### src/rtl/uart_pkg.sv
// Shared types and constants for the oversampling UART receiver.
package uart_pkg;

  typedef enum logic [2:0] {
    ST_IDLE,
    ST_START,
    ST_DATA,
    ST_PARITY,
    ST_STOP
  } rx_state_e;

  localparam int PAR_NONE = 0;
  localparam int PAR_ODD  = 1;
  localparam int PAR_EVEN = 2;

  localparam int OVERSAMPLE = 16;

  localparam logic [3:0] SAMPLE_EARLY = 4'd7;
  localparam logic [3:0] SAMPLE_MID   = 4'd8;
  localparam logic [3:0] SAMPLE_LATE  = 4'd9;
  localparam logic [3:0] OS_LAST      = 4'(OVERSAMPLE - 1);

endpackage

### src/rtl/uart_rx_fifo.sv
// Register-based synchronous FIFO with show-ahead head, full/empty and level.
module uart_rx_fifo #(
  parameter int width = 10,
  parameter int depth = 8,
  parameter int aw    = $clog2(depth)
) (
  input  logic             clk,
  input  logic             rst,
  input  logic             i_push,
  input  logic [width-1:0] i_wdata,
  input  logic             i_pop,
  output logic [width-1:0] o_rdata,
  output logic             o_full,
  output logic             o_empty,
  output logic [aw:0]      o_level
);

  logic [width-1:0] r_mem [depth];
  logic [aw-1:0]    r_wr_ptr;
  logic [aw-1:0]    r_rd_ptr;
  logic [aw:0]      r_level;
  logic             w_do_pop;
  logic             w_do_push;

  assign o_empty   = (r_level == '0);
  assign o_full    = (r_level == (aw+1)'(depth));
  assign w_do_pop  = i_pop && !o_empty;
  // A pop in the same cycle frees the slot, so a full FIFO still accepts.
  assign w_do_push = i_push && (!o_full || w_do_pop);

  // NOTE: sequential state uses non-blocking assignments so every register
  // samples pre-edge values, independent of statement order.
  always_ff @(posedge clk or posedge rst) begin
    if (rst) begin
      r_wr_ptr <= '0;
      r_rd_ptr <= '0;
      r_level  <= '0;
    end else begin
      if (w_do_push) r_wr_ptr <= r_wr_ptr + 1'b1;
      if (w_do_pop)  r_rd_ptr <= r_rd_ptr + 1'b1;
      case ({w_do_push, w_do_pop})
        2'b10:   r_level <= r_level + 1'b1;
        2'b01:   r_level <= r_level - 1'b1;
        default: r_level <= r_level;
      endcase
    end
  end

  // NOTE: storage is deliberately not reset; the top masks the head while the
  // FIFO is empty, so stale contents are never visible.
  always_ff @(posedge clk) begin
    if (w_do_push) r_mem[r_wr_ptr] <= i_wdata;
  end

  assign o_rdata = r_mem[r_rd_ptr];
  assign o_level = r_level;

endmodule

### src/rtl/uart_rx_os.sv
// Oversampling UART receiver with run-time divisor, error/break flags and FIFO.
// Define UART_RX_MAJORITY_EN for a 3-sample majority vote per bit.
module uart_rx_os
  import uart_pkg::*;
#(
  parameter int data_bits   = 8,
  parameter int parity_type = 0,
  parameter int stop_bits   = 1,
  parameter int fifo_depth  = 8,
  parameter int div_width   = 16
) (
  input  logic                        clk,
  input  logic                        rst,
  input  logic                        rx,
  input  logic [div_width-1:0]        baud_div,
  output logic [data_bits-1:0]        rx_data_out,
  output logic                        parity_err,
  output logic                        frame_err,
  output logic                        rx_data_vld,
  input  logic                        rx_data_rdy,
  output logic                        overrun,
  output logic                        break_det,
  output logic [$clog2(fifo_depth):0] fifo_level
);

  localparam int ew = data_bits + 2;

  rx_state_e             r_state, w_next;
  logic                  r_sync1, r_sync2, r_prev;
  logic [div_width-1:0]  r_baud_div, r_div_cnt;
  logic [3:0]            r_os_cnt, r_bit_cnt;
  logic [data_bits-1:0]  r_shift;
  logic                  r_par_bit, r_frm_err, r_stop_idx;
  logic                  r_overrun, r_break;
  logic                  w_fall, w_start, w_tick, w_dec_tick, w_bit_end, w_bit;
  logic                  w_stop_dec, w_last_stop, w_break, w_done, w_par_err;
  logic                  w_full, w_empty, w_pop;
  logic [ew-1:0]         w_head, w_head_vis;

  always_ff @(posedge clk or posedge rst) begin
    if (rst) begin
      r_sync1 <= 1'b1;
      r_sync2 <= 1'b1;
      r_prev  <= 1'b1;
    end else begin
      r_sync1 <= rx;
      r_sync2 <= r_sync1;
      r_prev  <= r_sync2;
    end
  end

  // A held-low line never produces another fall, so after a break the FSM
  // naturally waits in IDLE until the line has gone high again.
  assign w_fall  = r_prev & ~r_sync2;
  assign w_start = (r_state == ST_IDLE) && w_fall;
  assign w_tick  = (r_div_cnt == r_baud_div);

  always_ff @(posedge clk or posedge rst) begin
    if (rst) begin
      r_baud_div <= '0;
      r_div_cnt  <= '0;
      r_os_cnt   <= '0;
    end else if (r_state == ST_IDLE) begin
      r_baud_div <= baud_div;
      r_div_cnt  <= '0;
      r_os_cnt   <= '0;
    end else if (w_tick) begin
      r_div_cnt <= '0;
      r_os_cnt  <= r_os_cnt + 4'd1;
    end else begin
      r_div_cnt <= r_div_cnt + 1'b1;
    end
  end

`ifdef UART_RX_MAJORITY_EN
  logic r_s_early, r_s_mid;

  always_ff @(posedge clk or posedge rst) begin
    if (rst) begin
      r_s_early <= 1'b1;
      r_s_mid   <= 1'b1;
    end else if (w_tick) begin
      if (r_os_cnt == SAMPLE_EARLY) r_s_early <= r_sync2;
      if (r_os_cnt == SAMPLE_MID)   r_s_mid   <= r_sync2;
    end
  end

  assign w_dec_tick = w_tick && (r_os_cnt == SAMPLE_LATE);
  assign w_bit      = (r_s_early & r_s_mid) | (r_s_early & r_sync2) | (r_s_mid & r_sync2);
`else
  assign w_dec_tick = w_tick && (r_os_cnt == SAMPLE_MID);
  assign w_bit      = r_sync2;
`endif

  assign w_bit_end   = w_tick && (r_os_cnt == OS_LAST);
  assign w_stop_dec  = (r_state == ST_STOP) && w_dec_tick;
  assign w_last_stop = (stop_bits == 1) || r_stop_idx;
  assign w_break     = w_stop_dec && !r_stop_idx && !w_bit && (r_shift == '0) &&
                       ((parity_type == PAR_NONE) || !r_par_bit);
  assign w_done      = w_stop_dec && w_last_stop && !w_break;
  assign w_par_err   = (parity_type == PAR_ODD)  ? (r_par_bit == ^r_shift)  :
                       (parity_type == PAR_EVEN) ? (r_par_bit == ~^r_shift) : 1'b0;

  always_ff @(posedge clk or posedge rst) begin
    if (rst) r_state <= ST_IDLE;
    else     r_state <= w_next;
  end

  // NOTE: the next-state value is defaulted before the case so every path
  // assigns it and no latch is inferred.
  always_comb begin
    w_next = r_state;
    case (r_state)
      ST_IDLE:   if (w_fall) w_next = ST_START;
      ST_START: begin
        if (w_dec_tick && w_bit) w_next = ST_IDLE;
        else if (w_bit_end)      w_next = ST_DATA;
      end
      ST_DATA: begin
        if (w_bit_end && (r_bit_cnt == 4'(data_bits)))
          w_next = (parity_type != PAR_NONE) ? ST_PARITY : ST_STOP;
      end
      ST_PARITY: if (w_bit_end) w_next = ST_STOP;
      ST_STOP:   if (w_break || w_done) w_next = ST_IDLE;
      default:   w_next = ST_IDLE;
    endcase
  end

  always_ff @(posedge clk or posedge rst) begin
    if (rst) begin
      r_shift    <= '0;
      r_bit_cnt  <= '0;
      r_par_bit  <= 1'b0;
      r_frm_err  <= 1'b0;
      r_stop_idx <= 1'b0;
      r_overrun  <= 1'b0;
      r_break    <= 1'b0;
    end else begin
      r_overrun <= w_done && w_full && !w_pop;
      r_break   <= w_break;
      if (w_start) begin
        r_shift    <= '0;
        r_bit_cnt  <= '0;
        r_par_bit  <= 1'b0;
        r_frm_err  <= 1'b0;
        r_stop_idx <= 1'b0;
      end else if (w_dec_tick) begin
        case (r_state)
          ST_DATA: begin
            r_shift   <= {w_bit, r_shift[data_bits-1:1]};
            r_bit_cnt <= r_bit_cnt + 4'd1;
          end
          ST_PARITY: r_par_bit <= w_bit;
          ST_STOP:   if (!w_bit) r_frm_err <= 1'b1;
          default:   ;
        endcase
      end else if (w_bit_end && (r_state == ST_STOP)) begin
        r_stop_idx <= 1'b1;
      end
    end
  end

  assign w_pop = rx_data_vld && rx_data_rdy;

  uart_rx_fifo #(
    .width (ew),
    .depth (fifo_depth)
  ) u_fifo (
    .clk     (clk),
    .rst     (rst),
    .i_push  (w_done),
    .i_wdata ({r_frm_err | ~w_bit, w_par_err, r_shift}),
    .i_pop   (w_pop),
    .o_rdata (w_head),
    .o_full  (w_full),
    .o_empty (w_empty),
    .o_level (fifo_level)
  );

  assign w_head_vis  = w_empty ? '0 : w_head;
  assign rx_data_out = w_head_vis[data_bits-1:0];
  assign parity_err  = w_head_vis[data_bits];
  assign frame_err   = w_head_vis[data_bits+1];
  assign rx_data_vld = !w_empty;
  assign overrun     = r_overrun;
  assign break_det   = r_break;

endmodule

### config.mk
export PLATFORM = sky130hd
export DESIGN_NAME = uart_rx_os
export DESIGN_NICKNAME = d
export VERILOG_FILES = /design/src/rtl/uart_pkg.sv /design/src/rtl/uart_rx_fifo.sv /design/src/rtl/uart_rx_os.sv
export SDC_FILE = /design/constraint.sdc
export NUM_CORES = 1
export LEC_CHECK = 0
export CAP_MARGIN = 40
export CELL_PAD_IN_SITES_DETAIL_PLACEMENT = 1
export CELL_PAD_IN_SITES_GLOBAL_PLACEMENT = 1
export CORE_MARGIN = 2
export CORE_UTILIZATION = 45
export DETAILED_ROUTE_END_ITERATION = 7
export GPL_ROUTABILITY_DRIVEN = 1
export PLACE_DENSITY_LB_ADDON = 0.1
export RECOVER_POWER = 100
export SYNTH_ARGS = -nofsm -noshare
export SYNTH_HDL_FRONTEND = slang
export SYNTH_HIERARCHICAL = 1
export SYNTH_SLANG_ARGS = --single-unit
export TNS_END_PERCENT = 100
### constraint.sdc
create_clock -name clk -period 8.7 [get_ports clk]
set_input_delay 1.74 -clock clk [delete_from_list [all_inputs] [get_ports clk]]
set_output_delay 1.74 -clock clk [all_outputs]
set_load 0.02 [all_outputs]
### Yosys cells after proc, flatten, opt, wreduce, memory -nomap -nowiden

Memories as Yosys holds them, arrays and structs flattened.
Cells that the tools add are included.

| operators by class | value |
|---|---|
| muxes and demuxes | 28 |
| reduce and logical (&&, ||, !) cells | 37 |
| add/sub/neg operators | 7 |
| equality and inequality tests | 18 |
| bitwise logic cells | 3 |

Operators with widths:

| operator | number |
|---|---|
| 16-bit 2-to-1 mux | 2 |
| 8-bit 2-to-1 mux | 3 |
| 4-bit 2-to-1 mux | 5 |
| 3-bit 2-to-1 mux | 6 |
| 16-bit by 1-bit adder with 16-bit output (second input constant) | 1 |
| 16-bit == test | 1 |
| 4-bit == test (second input constant) | 4 |
| 1-bit logical AND | 16 |
| 3-bit case mux with 5 select lines | 1 |
| 4-bit by 1-bit adder with 4-bit output (second input constant) | 3 |
| 2-bit nonzero test | 6 |
| 10-bit 2-to-1 mux | 1 |
| 1-bit 2-to-1 mux | 9 |
| 8-bit zero test | 1 |
| 2-bit inequality test (second input constant) | 4 |
| 4-bit case mux with 2 select lines | 1 |
| 3-bit by 1-bit adder with 3-bit output (second input constant) | 2 |
| 3-bit by 2-bit == test with 1-bit output (second input constant) | 2 |
| 1-bit zero test | 6 |
| 5-bit AND reduction | 1 |
| 4-bit zero test | 1 |
| 2-bit by 1-bit inequality test with 1-bit output (second input constant) | 2 |
| 2-bit AND reduction | 2 |
| 4-bit by 1-bit subtractor with 4-bit output (second input constant) | 1 |
| 11 further kinds | 12 |

| storage, ports and cells | value |
|---|---|
| bits of input ports | 20 |
| memories kept | 1 |
| flip-flop bits (word level) | 68 |
| memory bits (writable) | 72 |

Memories:

| memory | words | bits a word | read ports | clocked after Yosys merged registers in | wr ports | RTL line | RTL |
|---|---|---|---|---|---|---|---|
| u_fifo.r_mem | 8 | 9 | 1 | 0 | 1 | uart_rx_fifo.sv:18 | `logic [width-1:0] r_mem [depth];` |

### Longest topological paths before layout

Gate-level depths: netlist of run 1.

| depth | value |
|---|---|
| depth in word-level cells | 11 |
| mapped depth | 13 |
| mapped depth without buffers | 11 |

### By module

The synthesis of run 1 kept the hierarchy.

Modules (own cells, without submodules):

| module | area an instance (um^2) | sequential area each (um^2) | times used | cells an instance |
|---|---|---|---|---|
| uart_rx_fifo | 3669.8 | 2652.5 | 1 | 187 |
| uart_rx_os | 2865.2 | 1455.1 | 1 | 260 |

### Worst setup path after synthesis of run 1

OpenSTA, ideal clock, no wires.

| path | value |
|---|---|
| path kind | input-to-reg |
| start point | in rx_data_rdy |
| end point | reg u_fifo.r_level[3], in the netlist u_fifo/o_level[3] |
| library setup time | 0.069 ns |
| cell stages on the path | 9 |
| path buffers | 0 |
| slack | 4.918 ns |
| arrival | 3.713 ns |
| cells stage by stage | nor2b_1 o21ai_2 or2_2 inv_1 ha_1 or2_2 nand3_1 mux2_2 nand3b_1 |

| on the way | value |
|---|---|
| longest elaborated chain between the ends | 6 |

Ends and longest elaborated chain:

| what | RTL line | RTL |
|---|---|---|
| from (decl) | uart_rx_os.sv:20 | `input logic rx_data_rdy,` |
| 1-bit logical AND * | uart_rx_os.sv:163 | `assign w_pop = rx_data_vld && rx_data_rdy;` |
| 1-bit logical AND * | uart_rx_fifo.sv:27 | `assign w_do_pop = i_pop && !o_empty;` |
| 1-bit logical OR | uart_rx_fifo.sv:29 | `assign w_do_push = i_push && (!o_full \|\| w_do_pop);` |
| 1-bit logical AND | uart_rx_fifo.sv:29 |  |
| 2-bit by 1-bit == test with 1-bit output or 2-bit == test (tied branches) | uart_rx_fifo.sv:41 | `case ({w_do_push, w_do_pop})` |
| 4-bit case mux with 2 select lines or 2-bit nonzero test (tied branches) | - |  |
| to (signal assigned) | uart_rx_fifo.sv:42 | `2'b10: r_level <= r_level + 1'b1;` |
| to (signal assigned) | uart_rx_fifo.sv:43 | `2'b01: r_level <= r_level - 1'b1;` |
| to (signal assigned) | uart_rx_fifo.sv:44 | `default: r_level <= r_level;` |
| to (decl) | uart_rx_fifo.sv:21 | `logic [aw:0] r_level;` |

Mark *: on every way between the ends. The rest lies on a longest branch, timed or not.
A chain may end at the register's enable or synchronous reset.

### Worst setup path after layout of run 1

| path | value |
|---|---|
| start point | reg u_fifo.r_rd_ptr[0] |
| end point | out rx_data_out[5] |

| on the way | value |
|---|---|
| longest elaborated chain between the ends | 2 |

Ends and longest elaborated chain:

| what | RTL line | RTL |
|---|---|---|
| from (decl) | uart_rx_fifo.sv:20 | `logic [aw-1:0] r_rd_ptr;` |
| from (signal assigned) | uart_rx_fifo.sv:40 | `if (w_do_pop) r_rd_ptr <= r_rd_ptr + 1'b1;` |
| memory read 8 x 9 bit | - |  |
| net w_head[5] | uart_rx_os.sv:38 | `logic [ew-1:0] w_head, w_head_vis;` |
| 10-bit 2-to-1 mux | uart_rx_os.sv:180 | `assign w_head_vis = w_empty ? '0 : w_head;` |
| to (decl) | uart_rx_os.sv:16 | `output logic [data_bits-1:0] rx_data_out,` |

The timed path passes the listed nets, and every way through them passes these cells.

==> results of run 1 <==
[worst max-delay path by stage]
stage                        end  cells after the start
6_report          rx_data_out[5]                      5
3_5_place_dp      rx_data_out[5]                      5
4_1_cts           rx_data_out[5]                      5
2_1_floorplan  u_fifo/o_level[3]                      9
3_3_place_gp      rx_data_out[5]                      5
5_1_grt           rx_data_out[5]                      5
[registers in the layout, indices dropped and copies added, names as in the netlist]
name	flops
r_sync1	1
r_div_cnt	16
u_fifo/o_level	4
r_os_cnt	4
overrun	1
u_fifo/r_wr_ptr	3
r_prev	1
break_det	1
r_stop_idx	1
r_bit_cnt	4
u_fifo/r_mem	80
r_frm_err	1
r_baud_div	16
r_shift	8
r_state	3
r_sync2	1
u_fifo/r_rd_ptr	3
[cell usage after synthesis, drive strengths merged (2+ instances only)]
cell type,number,area share [%]
dfrtp,65,25
nand3,14,1.1
nor3,4,0.38
o21ai,5,0.44
nor2b,12,1.1
nor2,48,2.8
clkbuf,9,0.52
nand2,14,0.80
or2,3,0.29
mux2,29,5.1
mux2i,12,1.8
nand3b,2,0.29
edfxtp,80,37
xnor2,13,1.7
nand4,3,0.38
buf,8,1.0
a21oi,2,0.15
inv,19,1.1
nand2b,6,0.57
or3,5,0.50
mux4,20,6.9
ha,9,1.7
and3,3,0.31
xor2,28,3.8
nor4,10,1.4
o22ai,2,0.29
o21bai,2,0.23
o211ai,2,0.23
dfstp,3,1.2
[cell families (layout without fill, tap and decap cells)]
group           after synthesis  after routing  share of synthesized area [%]
simple gates                129            129                           10.6
buf+inv                      36            102                           2.60
fa+ha+maj                    10             10                           2.03
xor+xnor                     41             41                           5.50
flops                       148            148                           62.9
compound gates               21             21                           2.58
mux                          61             61                           13.8
other cells                   1              8                         0.0574
[layer usage]
| metal | GRT usage (%) | wire length, um | part of all wire (%) |
|---|---|---|---|
| met5 | 0 | 0 | 0 |
| met4 | 6.87 | 252 | 1.9 |
| met3 | 4.68 | 441 | 3.3 |
| met2 | 34.4 | 7370 | 55 |
| met1 | 21.8 | 5350 | 40 |
[through the flow]
step                hold slack (ns)  utilization (%)  power [mW]  instances  cell area [sq um]
floorplan                     0.345                -        1.25        454               6560
global placement              0.347             49.5        1.37        664               7120
detailed placement            0.349             50.1        1.40        672               7200
CTS                           0.357             54.1        2.12        704               7780
global route                  0.369             53.4        2.17        704               7680
finish                        0.362             53.4        2.07        704               7680
[final cells by class]
cell class / instances / area share [%]
Sequential cell: 148 / 53.5
Multi-Input combinational cell: 270 / 29.3
Clock buffer: 19 / 5.77
Tap cell: 184 / 3.00
Inverter: 19 / 0.929
Clock inverter: 13 / 1.76
Timing Repair Buffer: 51 / 5.78
[worst max-delay path: stages, from the launching register on]
cell and delay, ns:
dfrtp_1 0.78, clkbuf_1 0.81, mux4_2 0.61, mux2_2 0.27, nor2b_1 0.14, dlygate4sd3_1 0.68
[power by group through the flow]
stage / clock network (mW) / registers, mW / logic (mW)
after floorplan: 0 / 0.885 / 0.362
after global placement: 0 / 0.934 / 0.431
after detailed placement: 0 / 0.923 / 0.478
after CTS: 0.731 / 0.910 / 0.483
after global routing: 0.757 / 0.922 / 0.495
final: 0.711 / 0.905 / 0.450
==> flow_metrics.py, run 1 <==
metrics = {
    "outcome": {
        "status": "finished with violations",
        "violations": "max-capacitance violations, max-slew violations",
    },
    "layout": {
        "final_common_cell": "edfxtp_1",
        "final_cell_mix": "edfxtp_1 (80), dfrtp_1 (65), nor2_1 (46)",
        "multiInputGateArea_sq_um": 2250,
        "nets": 537,
        "regArea_sq_um": 4110,
        "num-fill-cells": 1404,
        "syn_to_final_growth_pct": 17.5,
        "antenna_cells": 0,
        "drive_gt1_share_pct": 18.5,
    },
    "setup_path": {
        "r2r_setup_slack_ns": 4.38,
        "critPathKind": "reg2out",
        "reg2reg_to": "u_fifo/r_mem[2][0]",
        "critPathArrivalTime_ns": 3.73,
        "reg2regPathDepth": 9,
        "worstSetupStartpointType": "register",
        "endpoint_kind": "output pin",
        "crit_fanout": 12,
        "startpoint": "u_fifo/r_rd_ptr[0]",
        "required_ns": 6.96,
        "rr_startpoint": "r_div_cnt[2]",
    },
    "detailed_routing": {
        "viasPerCell": 5.31,
        "drt_iter0_drc": 202,
        "ant_nets": 0,
        "wl_per_cell_um": 19.1,
        "dr.pass1.iters": 4,
        "wl_um": 13400,
        "vias": 3739,
        "drc_errors": 0,
    },
    "sta": {
        "max_clock_freq_mhz": 183,
        "hold_viol_final": 0,
        "slew_headroom_pct": -103,
        "setup_tns_ns": 0,
        "slew_viol_final": 57,
        "setup_ws_ns": 3.23,
        "finalSetupViolations": 0,
        "fin_worst_skew_ns": 0.0109,
        "max_slew.worst_pin.slew_ns": 3.04,
        "period_minus_slack_ns": 5.47,
        "rsz0062_at_grt": "no",
        "fin_crit_sh_pct": 62.9,
    },
    "synth": {
        "syn_area_sq_um": 6540,
        "synth-seq-area-share_pct": 62.9,
        "ys_ff_latch": 148,
        "synthArstFlopShare_pct": 45.9,
        "synth_edf_count": 80,
        "yosysUniqueCellTypes": 56,
        "syn_inst": 447,
        "yosysWarnings": 6,
        "ys.flop_type": "edfxtp_1",
        "synth.avg_cell_area_sq_um": 14.6,
    },
    "power": {
        "p_leak_nw": 3.16,
        "pwr-share-seq_pct": 43.8,
        "p_int_mw": 1.47,
        "switching_share_pct": 28.7,
        "p_switching_mw": 0.593,
        "p_clk_share_pct": 34.4,
        "combPwrFrac_pct": 21.8,
        "powerDensity_nw_per_um2": 269,
        "peakVddDrop_mv": 0.155,
    },
    "placement": {
        "port_buffers": 36,
        "dp_hpwl_um": 9200,
        "place_ws_ns": 4.23,
        "gp_congestion": 0.718,
    },
    "clock_network": {
        "cts.repair.resized": 0,
        "clockBufferDepth": 2,
        "numCtsBuffers": 17,
        "post_cts_buffers": 0,
        "postCtsHoldBufs": 0,
        "insertion_delay_ns": 0.43,
        "htreeDepth": 4,
        "clkSinkCount": 148,
        "cts-root-buf": "clkbuf_16",
        "clkTransAtPathRegs_ns": 0.06,
        "cts_tree": "done",
    },
    "global_routing": {
        "grt_usage_pct": 19.0,
        "grt_pass1_wl_um": 22200,
        "grt_max_degree": 57,
        "grt_overflow": 0,
        "grt_pass1_vias": 4116,
        "grt_antenna_before_repair": 0,
    },
    "min_path": {
        "worstHoldPathType": "reg2reg",
        "min_path_cells": 0,
        "whs_endpoint": "r_sync2",
        "min_from": "r_sync1",
    },
    "die": {
        "dieArea_sq_um": 15500,
        "die_w_um": 125,
        "ioPinCount": 37,
        "core_area_sq_um": 14400,
        "die_y_um": 125,
        "rows": 44,
        "initial_core_util_pct": 45.5,
    },
    "run": {
        "maxCapViolations": 1,
    },
}
(Power assumes the default switching activity.)
==> inputs of run 2 (changes only) <==
- clock period: 8.7 -> 5.4 ns (I/O delays scaled with it)
==> run 2 against run 1 <==
Compared with the run above:
- the run still ends with max-capacitance violations, max-slew violations left
- worst hold slack got worse by 0.0017 ns
- first-iteration DRC count fell by 42%
- sequential share of layout area rose by 0.32 points
- final cell count fell by 0.14%
- non-clock buffer count fell by 1
- die area did not move
- global-route usage fell by 1.3 points
- critical path type unchanged
- critical endpoint is now rx_data_out[0]
- largest cell class unchanged
- largest power group unchanged
- highest routed layer unchanged
==> flow_metrics.py, run 2 (synthesized netlist as in run 1, its figures left out) <==
metrics = {
    "outcome": {
        "status": "finished with violations",
        "violations": "max-capacitance violations, max-slew violations",
    },
    "setup_path": {
        "endpoint": "rx_data_out[0]",
        "reg2reg_to": "u_fifo/r_mem[3][1]",
        "cp_slowest_cell": "dfrtp_1",
        "crit_fanout": 13,
        "endpoint_kind": "output pin",
        "worstSetupStartpointType": "register",
        "startpoint": "u_fifo/r_rd_ptr[0]",
        "reg2regPathDepth": 8,
        "r2r_setup_slack_ns": 1.22,
        "required_ns": 4.32,
        "critPathArrivalTime_ns": 3.20,
        "path_depth": 5,
        "crit_path_max_incr_delay_ns": 0.84,
        "critPathKind": "reg2out",
        "cp_top_family": "buffers and inverters",
        "path_cells": "buf_4, mux4_2, mux2_2, nor2b_1, dlygate4sd3_1",
        "path_buf_inv": 2,
        "rr_startpoint": "r_div_cnt[3]",
    },
    "sta": {
        "setup_tns_ns": 0,
        "fin_worst_skew_ns": 0.00591,
        "slew_headroom_pct": -107,
        "max_slew.worst_pin.slew_ns": 3.11,
        "fin_crit_sh_pct": 79.2,
        "hold_viol_final": 0,
        "slew_viol_final": 59,
        "finalSetupViolations": 0,
        "rsz0062_at_grt": "no",
        "max_clock_freq_mhz": 234,
        "period_minus_slack_ns": 4.28,
    },
    "die": {
        "core_area_sq_um": 14400,
        "ioPinCount": 37,
        "die_y_um": 125,
        "initial_core_util_pct": 45.5,
        "dieArea_sq_um": 15500,
        "rows": 44,
        "die_w_um": 125,
    },
    "power": {
        "p_leak_nw": 3.15,
        "powerDensity_nw_per_um2": 429,
        "peakVddDrop_mv": 0.207,
    },
    "detailed_routing": {
        "drt_iter0_drc": 118,
        "wl_per_cell_um": 18.1,
        "drc_errors": 0,
        "viasPerCell": 5.21,
        "dr.pass1.iters": 4,
        "wl_um": 12700,
        "vias": 3664,
        "ant_nets": 0,
    },
    "clock_network": {
        "postCtsHoldBufs": 0,
        "numCtsBuffers": 17,
        "cts_tree": "done",
        "cts.repair.resized": 0,
        "htreeDepth": 4,
        "clkTransAtPathRegs_ns": 0.05,
        "clkSinkCount": 148,
        "post_cts_buffers": 0,
        "clockBufferDepth": 2,
        "insertion_delay_ns": 0.41,
        "cts-root-buf": "clkbuf_16",
    },
    "global_routing": {
        "grt_pass1_wl_um": 21200,
        "grt_max_degree": 59,
        "grt_pass1_vias": 3984,
        "grt_overflow": 0,
        "grt_usage_pct": 17.7,
        "grt_antenna_before_repair": 0,
    },
    "layout": {
        "nets": 536,
        "num-fill-cells": 1407,
        "top_register": "u_fifo/r_mem",
        "final_common_cell": "edfxtp_1",
        "syn_to_final_growth_pct": 16.8,
        "antenna_cells": 0,
        "reg.largest.list": "u_fifo/r_mem (80), r_baud_div (16), r_div_cnt (16)",
        "largest_register_ffs": 80,
        "final_util_pct": 53.1,
        "drive_gt1_share_pct": 17.3,
        "final_cell_mix": "edfxtp_1 (80), dfrtp_1 (65), nor2_1 (46)",
    },
    "min_path": {
        "worstHoldPathType": "reg2reg",
        "min_path_cells": 0,
    },
    "placement": {
        "port_buffers": 36,
        "gp_congestion": 0.762,
        "dp_hpwl_um": 8710,
    },
    "run": {
        "maxCapViolations": 1,
    },
}
==> run 2: cell types whose count changed in the layout (fill, tap and decap cells not counted), moves of 2 or more <==
cell             delta
clkbuf_1            +2
clkbuf_8            +2
clkdlybuf4s50_1    +15
clkinv_1            +4
clkinv_4            -2
clkinvlp_4          -5
dlygate4sd3_1      -15
==> run 2: through the flow <==
| step | setup WS (ns) | total power, mW | std cells | instance area, sq um | hold WS (ns) |
|---|---|---|---|---|---|
| floorplan | 2.27 | 2.01 | 454 | 6560 | 0.345 |
| finish | 1.12 | 3.27 | 703 | 7630 | 0.360 |
| CTS | 1.11 | 3.35 | 703 | 7730 | 0.356 |
| detailed placement | 1.34 | 2.27 | 671 | 7190 | 0.347 |
| global placement | 1.45 | 2.21 | 669 | 7150 | 0.347 |
| global route | 0.679 | 3.45 | 703 | 7630 | 0.368 |
==> run 2: final cells by class <==
type	instances	area, sq um	area share (%)
Clock inverter	7	56.3	0.738
Timing Repair Buffer	50	444	5.82
Clock buffer	25	485	6.36
Tap cell	184	230	3.02
Sequential cell	148	4110	53.8
Inverter	19	71.3	0.934
Multi-Input combinational cell	270	2240	29.3
==> run 2: how the worst min path moves through the flow <==
stage               startpoint  endpoint
floorplan              r_sync1   r_sync2
global placement       r_sync1   r_sync2
detailed placement     r_sync1   r_sync2
CTS                    r_sync1   r_sync2
global route           r_sync1   r_sync2
finish                 r_sync1   r_sync2
==> run 2: metal layers <==
metal  vias to the layer above  GRT usage, %  share of wire, %
met3                        19          3.87               2.7
met4                         0          6.21               1.5
met1                      1869          22.3                44
met2                        56          30.2                51
met5                         -             0                 0
li1                       1720             -                 -
==> run 2: power breakdown <==
| part | total (mW) | internal (mW) | switching, mW |
|---|---|---|---|
| Sequential | 1.47 | 1.30 | 0.165 |
| Clock | 1.08 | 0.663 | 0.418 |
| Combinational | 0.727 | 0.396 | 0.331 |
==> inputs of run 3 (changes only) <==
- clock period: 5.4 -> 4 ns (I/O delays scaled with it)
==> run 3 against run 2 <==
Compared with the run above:
- the flow still finishes with violations (max-capacitance violations, max-slew violations)
- die area did not move
- worst setup slack got worse by 0.71 ns
- clock skew rose by 0.0024 ns
- first-iteration DRC count up 35%
- non-clock buffer count rose by 6
- sequential share of layout area up 0.11 points
- highest routed layer unchanged
==> flow_metrics.py, run 3 (synthesized netlist as in run 1, its figures left out) <==
metrics = {
    "power": {
        "finalPower_mw": 4.34,
        "p_int_mw": 3.11,
        "p_switching_mw": 1.23,
        "powerDensity_nw_per_um2": 570,
        "combPwrFrac_pct": 22.8,
        "peakVddDrop_mv": 0.308,
        "pwr-share-seq_pct": 44.9,
        "p_leak_nw": 3.14,
        "switching_share_pct": 28.3,
        "p_clk_share_pct": 32.3,
    },
    "detailed_routing": {
        "wl_um": 12400,
        "viasPerCell": 5.24,
        "drc_errors": 0,
        "wl_per_cell_um": 17.6,
        "ant_nets": 0,
        "vias": 3705,
        "drt_iter0_drc": 159,
        "dr.pass1.iters": 4,
    },
    "sta": {
        "setup_ws_ns": 0.415,
        "period_minus_slack_ns": 3.58,
        "setup_tns_ns": 0,
        "slew_headroom_pct": -9.05,
        "hold_viol_final": 0,
        "rsz0062_at_grt": "no",
        "finalSetupViolations": 0,
        "max_clock_freq_mhz": 279,
        "fin_worst_skew_ns": 0.00828,
        "fin_crit_sh_pct": 89.6,
        "max_slew.worst_pin.slew_ns": 1.64,
        "slew_viol_final": 32,
    },
    "placement": {
        "place_ws_ns": 0.760,
        "port_buffers": 36,
        "dp_hpwl_um": 8330,
        "gp_congestion": 0.778,
    },
    "clock_network": {
        "cts-root-buf": "clkbuf_16",
        "postCtsHoldBufs": 0,
        "clkTransAtPathRegs_ns": 0.06,
        "post_cts_buffers": 0,
        "htreeDepth": 4,
        "cts.repair.resized": 0,
        "cts_tree": "done",
        "clockBufferDepth": 2,
        "insertion_delay_ns": 0.42,
        "numCtsBuffers": 17,
        "clkSinkCount": 148,
    },
    "outcome": {
        "status": "finished with violations",
        "violations": "max-capacitance violations, max-slew violations",
    },
    "setup_path": {
        "rr_startpoint": "r_div_cnt[2]",
        "startpoint": "u_fifo/r_rd_ptr[1]",
        "cp_slowest_cell": "dfrtp_1",
        "crit_fanout": 12,
        "endpoint_kind": "output pin",
        "crit_path_max_incr_delay_ns": 0.62,
        "critPathArrivalTime_ns": 2.78,
        "worstSetupStartpointType": "register",
        "path_cells": "clkbuf_2, mux4_2, mux2_2, nor2b_1, clkdlybuf4s50_1",
        "required_ns": 3.20,
        "critPathKind": "reg2out",
    },
    "layout": {
        "reg.largest.list": "u_fifo/r_mem (80), r_baud_div (16), r_div_cnt (16)",
        "top_register": "u_fifo/r_mem",
        "antenna_cells": 0,
        "drive_gt1_share_pct": 17.6,
        "final_common_cell": "edfxtp_1",
        "final_cell_mix": "edfxtp_1 (80), dfrtp_1 (65), nor2_1 (46)",
        "largest_register_ffs": 80,
        "num-fill-cells": 1395,
        "nets": 542,
        "multiInputGateArea_sq_um": 2250,
        "syn_to_final_growth_pct": 16.6,
        "regArea_sq_um": 4110,
    },
    "die": {
        "die_w_um": 125,
        "core_area_sq_um": 14400,
        "ioPinCount": 37,
        "initial_core_util_pct": 45.5,
        "rows": 44,
        "die_y_um": 125,
        "dieArea_sq_um": 15500,
    },
    "global_routing": {
        "grt_pass1_wl_um": 20700,
        "grt_antenna_before_repair": 0,
        "grt_pass1_vias": 3991,
        "grt_overflow": 0,
        "grt_usage_pct": 17.4,
        "grt_max_degree": 32,
    },
    "min_path": {
        "worstHoldPathType": "reg2reg",
        "min_from": "r_sync1",
    },
    "run": {
        "maxCapViolations": 1,
    },
}
==> run 3: cell types whose count changed in the layout (fill, tap and decap cells not counted), sizes merged <==
cell and delta:
clkdlybuf4s50 +7, clkbuf +3, inv +1, dlygate4sd3 -7
==> run 3: worst max-delay path: cells and delay by family (launching register included) <==
kind / cells / cell delay (ns)
muxes: 2 / 0.66
buffers and inverters: 2 / 0.95
and+or+nand+nor: 1 / 0.13
DFF: 1 / 0.62
==> run 3: area by class of cell <==
class,instances,share of cell area [%]
Sequential cell,148,53.9
Multi-Input combinational cell,270,29.6
Timing Repair Buffer,56,5.90
Clock buffer,22,5.83
Tap cell,184,3.02
Inverter,19,0.936
Clock inverter,8,0.821
==> run 3: routing by layer <==
metal	global-route usage, %	up-vias	part of all wire, %
met3	4.38	17	3.5
met1	21.2	1881	43
met5	0	-	0
met4	6.81	0	1.6
li1	-	1740	-
met2	29.8	67	52
==> run 3: worst paths after layout <==
check,end,slack (ns),cells after the start
worst max-delay path,rx_data_out[3],0.42,5
worst min-delay path,r_sync2,0.36,0
worst max register to register,u_fifo/r_mem[0][5],0.62,9
worst min register to register,r_sync2,0.36,0
max in group asynchronous,r_div_cnt[1],1.06,3
min in group asynchronous,u_fifo/o_level[3],0.85,2
==> run 3: per-stage QoR <==
stage          hold WS, ns  area, sq um  std cells  util (%)
2_1_floorplan        0.345         6560        454         -
3_3_place_gp         0.346         7200        675      50.1
3_5_place_dp         0.352         7230        677      50.3
4_1_cts              0.361         7730        707      53.8
5_1_grt              0.370         7620        707      53.0
6_report             0.364         7620        707      53.0
==> run 3: power by group through the flow <==
stage | clock [mW] | combinational [mW] | sequential (mW)
6_report | 1.40 | 0.992 | 1.95
3_5_place_dp | 0 | 1.05 | 1.99
2_1_floorplan | 0 | 0.788 | 1.92
4_1_cts | 1.44 | 1.05 | 1.96
3_3_place_gp | 0 | 1.02 | 1.98
5_1_grt | 1.50 | 1.10 | 1.98
